===== config.mk =====
export PLATFORM = sky130hd
export DESIGN_NAME = commit_trace_emitter_flat
export DESIGN_NICKNAME = d
export VERILOG_FILES = /design/src/rtl/trace_pkg.sv /design/src/rtl/commit_trace_emitter_if.sv /design/src/rtl/commit_trace_emitter.sv /design/src/flat_wrapper.sv
export SDC_FILE = /design/constraint.sdc
export NUM_CORES = 1
export LEC_CHECK = 0
export ABC_AREA = 0
export ABC_CLOCK_PERIOD_IN_PS = 4800
export CAP_MARGIN = 20
export CORE_MARGIN = 8
export CORE_UTILIZATION = 59
export CTS_CLUSTER_DIAMETER = 120
export DETAILED_ROUTE_END_ITERATION = 12
export MAX_ROUTING_LAYER = met4
export PLACE_DENSITY = 0.79
export SYNTH_ARGS = -nofsm -noshare
export SYNTH_HDL_FRONTEND = slang
export SYNTH_SLANG_ARGS = --single-unit

===== constraint.sdc =====
create_clock -name aclk -period 4.8 [get_ports aclk]
set_input_delay 0.96 -clock aclk [delete_from_list [all_inputs] [get_ports aclk]]
set_output_delay 0.96 -clock aclk [all_outputs]
set_load 0.005 [all_outputs]

===== src/rtl/trace_pkg.sv =====
// Shared types for the commit trace path: one buffered retirement entry.
// The PC field exists only when TRACE_PC_EN is defined.
package trace_pkg;

    localparam logic [4:0] REG_ZERO = 5'd0;

    typedef struct packed {
        logic        wen;
        logic [4:0]  wnum;
        logic [31:0] wdata;
`ifdef TRACE_PC_EN
        logic [31:0] pc;
`endif
    } trace_entry_t;

endpackage


===== src/rtl/commit_trace_emitter_if.sv =====
// Retire-side and trace-side signal bundle of commit_trace_emitter.
// The PC fields exist only when TRACE_PC_EN is defined.
interface commit_trace_emitter_if #(
    parameter int DEPTH = 8
);
    logic                     retire_valid0;
    logic                     retire_valid1;
    logic                     retire_wen0;
    logic                     retire_wen1;
    logic [4:0]               retire_wnum0;
    logic [4:0]               retire_wnum1;
    logic [31:0]              retire_wdata0;
    logic [31:0]              retire_wdata1;
    logic                     retire_ready;
    logic                     trace_ready;
    logic                     cmt_valid0;
    logic                     cmt_valid1;
    logic                     rf_wen_0;
    logic                     rf_wen_1;
    logic [4:0]               debug0_wb_rf_wnum;
    logic [4:0]               debug1_wb_rf_wnum;
    logic [31:0]              debug0_wb_rf_wdata;
    logic [31:0]              debug1_wb_rf_wdata;
    logic [$clog2(DEPTH):0]   occupancy;
`ifdef TRACE_PC_EN
    logic [31:0]              retire_pc0;
    logic [31:0]              retire_pc1;
    logic [31:0]              debug0_wb_pc;
    logic [31:0]              debug1_wb_pc;
`endif

    // Emitter side: consumes retirements, produces the trace.
    modport slave (
        input  retire_valid0, retire_valid1, retire_wen0, retire_wen1,
        input  retire_wnum0, retire_wnum1, retire_wdata0, retire_wdata1,
        input  trace_ready,
`ifdef TRACE_PC_EN
        input  retire_pc0, retire_pc1,
        output debug0_wb_pc, debug1_wb_pc,
`endif
        output retire_ready, cmt_valid0, cmt_valid1, rf_wen_0, rf_wen_1,
        output debug0_wb_rf_wnum, debug1_wb_rf_wnum,
        output debug0_wb_rf_wdata, debug1_wb_rf_wdata, occupancy
    );

    // Surrounding system: ROB driving retirements, sink accepting the trace.
    modport master (
        output retire_valid0, retire_valid1, retire_wen0, retire_wen1,
        output retire_wnum0, retire_wnum1, retire_wdata0, retire_wdata1,
        output trace_ready,
`ifdef TRACE_PC_EN
        output retire_pc0, retire_pc1,
        input  debug0_wb_pc, debug1_wb_pc,
`endif
        input  retire_ready, cmt_valid0, cmt_valid1, rf_wen_0, rf_wen_1,
        input  debug0_wb_rf_wnum, debug1_wb_rf_wnum,
        input  debug0_wb_rf_wdata, debug1_wb_rf_wdata, occupancy
    );

endinterface


===== src/rtl/commit_trace_emitter.sv =====
// In-order retirement buffer presenting a dual-slot commit trace on valid/ready.
// Optional PC tracing is enabled by defining TRACE_PC_EN.
module commit_trace_emitter
    import trace_pkg::*;
#(
    parameter int DEPTH = 8
) (
    input logic                   aclk,
    input logic                   aresetn,
    commit_trace_emitter_if.slave bus
);

    localparam int PTR_W = $clog2(DEPTH);
    localparam int CNT_W = PTR_W + 1;
    localparam logic [CNT_W-1:0] READY_MAX = CNT_W'(DEPTH - 2);

    logic [PTR_W-1:0] wr_ptr;
    logic [PTR_W-1:0] rd_ptr;
    logic [PTR_W-1:0] wr_ptr_p1;
    logic [PTR_W-1:0] rd_ptr_p1;
    logic [CNT_W-1:0] count;

    trace_entry_t     mem [DEPTH];
    trace_entry_t     slot0_entry;
    trace_entry_t     slot1_entry;
    trace_entry_t     first_entry;
    trace_entry_t     head;
    trace_entry_t     head_p1;

    logic             ready;
    logic             valid0;
    logic             valid1;
    logic [1:0]       enq_n;
    logic [1:0]       deq_n;

    assign wr_ptr_p1 = wr_ptr + PTR_W'(1);
    assign rd_ptr_p1 = rd_ptr + PTR_W'(1);

    // Depends on registered count only, so trace_ready never reaches it.
    assign ready  = (count <= READY_MAX);
    assign valid0 = (count != '0);
    assign valid1 = (count > CNT_W'(1));

    // NOTE: every always_comb output gets a default first, so no latch is inferred.
    always_comb begin
        slot0_entry       = '0;
        slot0_entry.wen   = bus.retire_wen0 && (bus.retire_wnum0 != REG_ZERO);
        slot0_entry.wnum  = bus.retire_wnum0;
        slot0_entry.wdata = bus.retire_wdata0;
        slot1_entry       = '0;
        slot1_entry.wen   = bus.retire_wen1 && (bus.retire_wnum1 != REG_ZERO);
        slot1_entry.wnum  = bus.retire_wnum1;
        slot1_entry.wdata = bus.retire_wdata1;
`ifdef TRACE_PC_EN
        slot0_entry.pc    = bus.retire_pc0;
        slot1_entry.pc    = bus.retire_pc1;
`endif
        // A lone slot 1 is compacted into the next single entry.
        first_entry = bus.retire_valid0 ? slot0_entry : slot1_entry;
        enq_n = ready ? (2'(bus.retire_valid0) + 2'(bus.retire_valid1)) : 2'd0;
        deq_n = bus.trace_ready ? {valid1, valid0 & ~valid1} : 2'd0;
    end

    // NOTE: sequential state uses non-blocking assignments so every register
    // samples pre-edge values regardless of block ordering.
    always_ff @(posedge aclk or negedge aresetn) begin
        if (!aresetn) begin
            wr_ptr <= '0;
            rd_ptr <= '0;
            count  <= '0;
        end else begin
            wr_ptr <= wr_ptr + PTR_W'(enq_n);
            rd_ptr <= rd_ptr + PTR_W'(deq_n);
            count  <= count + CNT_W'(enq_n) - CNT_W'(deq_n);
        end
    end

    // NOTE: storage is not reset; count gates every output, so stale
    // contents are never visible and the array maps to plain RAM.
    always_ff @(posedge aclk) begin
        if (enq_n != 2'd0) mem[wr_ptr] <= first_entry;
        if (enq_n == 2'd2) mem[wr_ptr_p1] <= slot1_entry;
    end

    assign head    = mem[rd_ptr];
    assign head_p1 = mem[rd_ptr_p1];

    always_comb begin
        bus.retire_ready       = ready;
        bus.occupancy          = count;
        bus.cmt_valid0         = valid0;
        bus.cmt_valid1         = valid1;
        bus.rf_wen_0           = valid0 & head.wen;
        bus.rf_wen_1           = valid1 & head_p1.wen;
        bus.debug0_wb_rf_wnum  = valid0 ? head.wnum    : '0;
        bus.debug1_wb_rf_wnum  = valid1 ? head_p1.wnum : '0;
        bus.debug0_wb_rf_wdata = valid0 ? head.wdata    : '0;
        bus.debug1_wb_rf_wdata = valid1 ? head_p1.wdata : '0;
`ifdef TRACE_PC_EN
        bus.debug0_wb_pc       = valid0 ? head.pc    : '0;
        bus.debug1_wb_pc       = valid1 ? head_p1.pc : '0;
`endif
    end

endmodule


===== src/flat_wrapper.sv =====
// flat-port wrapper written by rule: the top's interface ports become plain ports
module commit_trace_emitter_flat import trace_pkg::*;
#(
    parameter int DEPTH = 8
)
  (aclk, aresetn, bus_retire_valid0, bus_retire_valid1, bus_retire_wen0, bus_retire_wen1, bus_retire_wnum0, bus_retire_wnum1, bus_retire_wdata0, bus_retire_wdata1, bus_trace_ready, bus_retire_ready, bus_cmt_valid0, bus_cmt_valid1, bus_rf_wen_0, bus_rf_wen_1, bus_debug0_wb_rf_wnum, bus_debug1_wb_rf_wnum, bus_debug0_wb_rf_wdata, bus_debug1_wb_rf_wdata, bus_occupancy);
  commit_trace_emitter_if #(.DEPTH(DEPTH)) bus_i ();
  input logic aclk;
  input logic aresetn;
  input wire logic [$bits(bus_i.retire_valid0)-1:0] bus_retire_valid0;
  input wire logic [$bits(bus_i.retire_valid1)-1:0] bus_retire_valid1;
  input wire logic [$bits(bus_i.retire_wen0)-1:0] bus_retire_wen0;
  input wire logic [$bits(bus_i.retire_wen1)-1:0] bus_retire_wen1;
  input wire logic [$bits(bus_i.retire_wnum0)-1:0] bus_retire_wnum0;
  input wire logic [$bits(bus_i.retire_wnum1)-1:0] bus_retire_wnum1;
  input wire logic [$bits(bus_i.retire_wdata0)-1:0] bus_retire_wdata0;
  input wire logic [$bits(bus_i.retire_wdata1)-1:0] bus_retire_wdata1;
  input wire logic [$bits(bus_i.trace_ready)-1:0] bus_trace_ready;
  output wire logic [$bits(bus_i.retire_ready)-1:0] bus_retire_ready;
  output wire logic [$bits(bus_i.cmt_valid0)-1:0] bus_cmt_valid0;
  output wire logic [$bits(bus_i.cmt_valid1)-1:0] bus_cmt_valid1;
  output wire logic [$bits(bus_i.rf_wen_0)-1:0] bus_rf_wen_0;
  output wire logic [$bits(bus_i.rf_wen_1)-1:0] bus_rf_wen_1;
  output wire logic [$bits(bus_i.debug0_wb_rf_wnum)-1:0] bus_debug0_wb_rf_wnum;
  output wire logic [$bits(bus_i.debug1_wb_rf_wnum)-1:0] bus_debug1_wb_rf_wnum;
  output wire logic [$bits(bus_i.debug0_wb_rf_wdata)-1:0] bus_debug0_wb_rf_wdata;
  output wire logic [$bits(bus_i.debug1_wb_rf_wdata)-1:0] bus_debug1_wb_rf_wdata;
  output wire logic [$bits(bus_i.occupancy)-1:0] bus_occupancy;
  assign bus_i.retire_valid0 = bus_retire_valid0;
  assign bus_i.retire_valid1 = bus_retire_valid1;
  assign bus_i.retire_wen0 = bus_retire_wen0;
  assign bus_i.retire_wen1 = bus_retire_wen1;
  assign bus_i.retire_wnum0 = bus_retire_wnum0;
  assign bus_i.retire_wnum1 = bus_retire_wnum1;
  assign bus_i.retire_wdata0 = bus_retire_wdata0;
  assign bus_i.retire_wdata1 = bus_retire_wdata1;
  assign bus_i.trace_ready = bus_trace_ready;
  assign bus_retire_ready = bus_i.retire_ready;
  assign bus_cmt_valid0 = bus_i.cmt_valid0;
  assign bus_cmt_valid1 = bus_i.cmt_valid1;
  assign bus_rf_wen_0 = bus_i.rf_wen_0;
  assign bus_rf_wen_1 = bus_i.rf_wen_1;
  assign bus_debug0_wb_rf_wnum = bus_i.debug0_wb_rf_wnum;
  assign bus_debug1_wb_rf_wnum = bus_i.debug1_wb_rf_wnum;
  assign bus_debug0_wb_rf_wdata = bus_i.debug0_wb_rf_wdata;
  assign bus_debug1_wb_rf_wdata = bus_i.debug1_wb_rf_wdata;
  assign bus_occupancy = bus_i.occupancy;
  commit_trace_emitter #(.DEPTH(DEPTH)) u_core (.aclk(aclk), .aresetn(aresetn), .bus(bus_i));
endmodule

==> results.txt <==
Final Hold Fails -> 0
CTS root buffer -> clkbuf_16
Max Fclk -> 0.223 GHz
EDFF count, synth -> 304
Clock Path Buffers -> 3
Largest net degree at the start of global routing -> 154
DP HPWL -> 30800 µm
Drt first pass iters -> 5
DR iter-0 viols -> 1088
RSZ-0062 raised after global routing -> no
Worst VDD drop -> 0.000472 V
Drt drc -> 0
Post-route minimum period -> 4.49 ns
Chip width -> 195 µm
Area grow syn2layout -> 18.4%
Slew headroom -> 30.5%
WHS Endpoint -> u_core.wr_ptr[0]$_DFF_PN0_
Full die area -> 0.0378 mm²
Post-CTS setup buffers -> 0
Initial antenna violation count -> 0
GRT overflow -> 0
Clk pin slew, worst setup/hold paths -> 0.06 ns
# rows -> 65
Final Slew Violations -> 0
Mapped Cells -> 1171
Post-DRT Antenna Nets -> 0
Hold path cells -> 1
DR vias -> 11900
Crit-path max FO -> 32
Cell variety after synth -> 36
Post-Synthesis Cell Area -> 0.0188 mm²
CTS Buf Count -> 34
Die height -> 195 µm
Top FF cell, synth -> edfxtp_1
Diodes inserted -> 0
CP Data Arrival Time -> 3.53 ns
Multi-input gate area -> 0.00910 mm²
Routed wire length -> 49500 µm
Worst r2r path cells -> 10
Synth Register Bits -> 314
CTS tree -> done
Filler instances -> 2067
Core ar. -> 0.0315 mm²
Fin Clk Skew -> 0.0116 ns
Ports -> 164
Sequential Area -> 0.00939 mm²
Synth Net Count -> 1268
Pwr Density -> 656 mW/mm²
Startpoint Class -> flip-flop
Worst R2R Start -> u_core.bus.occupancy[2]$_DFF_PN0_
Slew at the pin with the worst max-slew slack -> 1.04 ns
Post-CTS Hold Buffers -> 0
Seq/Total Area, Yosys -> 49.9%
HP Class -> reg2reg
Vias in the first global route -> 12400
Layout Nets -> 1418
P_leak -> 7.47 nW
Async S/R FF share, synth -> 3.18%
Syn. warnings -> 0
Gpl congestion -> 0.853
Power Total -> 0.0146 W
Min-delay src -> u_core.wr_ptr[0]$_DFF_PN0_
Vias per cell -> 6.79
First-pass GRT wire length -> 75900 µm
Final Util -> 70.8%
Avg WL per Cell -> 28.3 µm
Share of cells above drive strength 1 -> 40.7%
Clk Latency, worst-skew pair -> 0.52 ns
Initial core utilization -> 59.8%
Worst setup EP type -> output pin
Final setup viols -> 0
Final setup TNS -> 0 ns
Status -> complete, no violations
Sink Count -> 314
MaxCap Viol Count -> 0
Post-cts sizing count -> 0
Critical path required time -> 3.84 ns
Crit Path Class -> reg2out
Number of port buffers -> 163
Mean Syn Cell Area -> 16.1 µm²
H-tree levels -> 2
GRT Total Usage -> 26.8%
Part of the cycle the worst path needs -> 93.5%
FF-to-FF setup slack -> 1.44 ns
Reg-to-Reg End -> u_core.bus.occupancy[2]$_DFF_PN0_
==> state kept, by name (all words and copies together), names as in the netlist <==
register              cells
u_core.mem              304
u_core.bus.occupancy      4
u_core.rd_ptr             3
u_core.wr_ptr             3
==> how the worst max path moves through the flow <==
stage / start / endpoint / slack [ns] / cells after the start
2_1_floorplan: bus_retire_valid1 / u_core.mem[1][0]$_DFFE_PP_ / 1.08 / 3
3_3_place_gp: u_core.rd_ptr[1]$_DFF_PN0_ / bus_rf_wen_1 / 0.85 / 6
3_5_place_dp: u_core.rd_ptr[1]$_DFF_PN0_ / bus_debug1_wb_rf_wdata[3] / 0.83 / 6
4_1_cts: u_core.rd_ptr[1]$_DFF_PN0_ / bus_rf_wen_1 / 0.28 / 6
5_1_grt: u_core.rd_ptr[1]$_DFF_PN0_ / bus_debug1_wb_rf_wdata[6] / 0.16 / 6
6_report: u_core.rd_ptr[1]$_DFF_PN0_ / bus_debug1_wb_rf_wdata[6] / 0.31 / 6
==> final cells by class <==
type / count / area share (%)
repair buffers: 207 / 9.27
well taps: 402 / 2.26
flip-flops and latches: 314 / 42.2
clock buffers: 45 / 4.29
clock inverters: 16 / 0.994
multi-input cells: 754 / 40.8
inverters: 10 / 0.169
==> report_power, final <==
group | leakage, nW | internal, W | switching [W] | total, W
Sequential | 2.87 | 0.00363 | 0.000323 | 0.00395
Clock | 0.573 | 0.00172 | 0.00106 | 0.00278
Combinational | 4.03 | 0.00414 | 0.00372 | 0.00787
Total | 7.47 | 0.00949 | 0.00511 | 0.0146
==> cells in the mapped netlist (5+ instances only) <==
library cell	instances	area, µm²
edfxtp_1	304	9130
mux2_2	274	3090
mux4_2	152	3420
nand2_1	79	297
mux2_1	59	664
mux2i_1	46	460
buf_2	44	220
a21oi_1	41	205
nor2_1	40	150
clkbuf_1	21	78.8
buf_4	16	120
ha_1	13	163
dfrtp_1	10	250
inv_1	10	37.5
o21bai_1	9	67.6
buf_1	8	30.0
nor3_2	8	80.1
xor2_1	5	43.8
==> metal layers <==
metal	vias to the layer above	routed length, µm	GRT usage [%]
met3	84	3790	4.75
li1	5013	-	-
met1	6197	19700	34.0
met2	569	24900	44.1
met5	-	0	-
met4	0	1120	7.75
==> metrics by stage <==
step	instances	worst slack (ns)	area (µm²)	hold WS, ns
2_1_floorplan	1171	1.08	18800	0.502
3_3_place_gp	1686	0.848	21100	0.601
3_5_place_dp	1687	0.829	21100	0.624
4_1_cts	1748	0.284	22300	0.632
5_1_grt	1748	0.163	22300	0.651
6_report	1748	0.313	22300	0.632
==> cell families (layout without fill, tap and decap cells) <==
group / Yosys count / after routing / share of synthesized area [%]
AOI/OAI and AO/OA: 57 / 57 / 1.76
xor gates and xnor gates: 9 / 9 / 0.499
muxes: 531 / 531 / 40.6
buffers and inverters: 103 / 278 / 2.79
adders and majority gates: 16 / 16 / 1.18
and+or+nand+nor: 141 / 141 / 3.32
DFF: 314 / 314 / 49.9
==> layout by cell type (no fill, tap or decap), types with 2 or more instances in the layout <==
master	instances
a21oi_1	40
and2_1	2
and3_1	2
buf_12	7
buf_4	36
bufinv_16	6
clkbuf_1	8
clkbuf_16	37
clkdlybuf4s50_1	162
clkinv_1	7
clkinv_2	3
dfrtp_1	7
dfrtp_4	3
edfxtp_1	304
fa_1	3
ha_1	12
inv_1	10
mux2_1	59
mux2_2	274
mux2i_1	46
mux4_2	152
nand2_1	79
nand2b_1	2
nand3_1	3
nor2_1	40
nor3_4	8
o211ai_1	3
o21bai_4	8
or4_1	2
xnor2_2	2
xor2_1	4
==> worst max-delay path: stages (launching register included) <==
cell and delay (ns):
dfrtp_4 0.71, ha_4 0.72, buf_4 0.35, mux4_2 0.55, nand2_1 0.09, a21oi_1 0.08
clkdlybuf4s50_1 0.48
No activity file was read; power rests on OpenSTA's default activity.
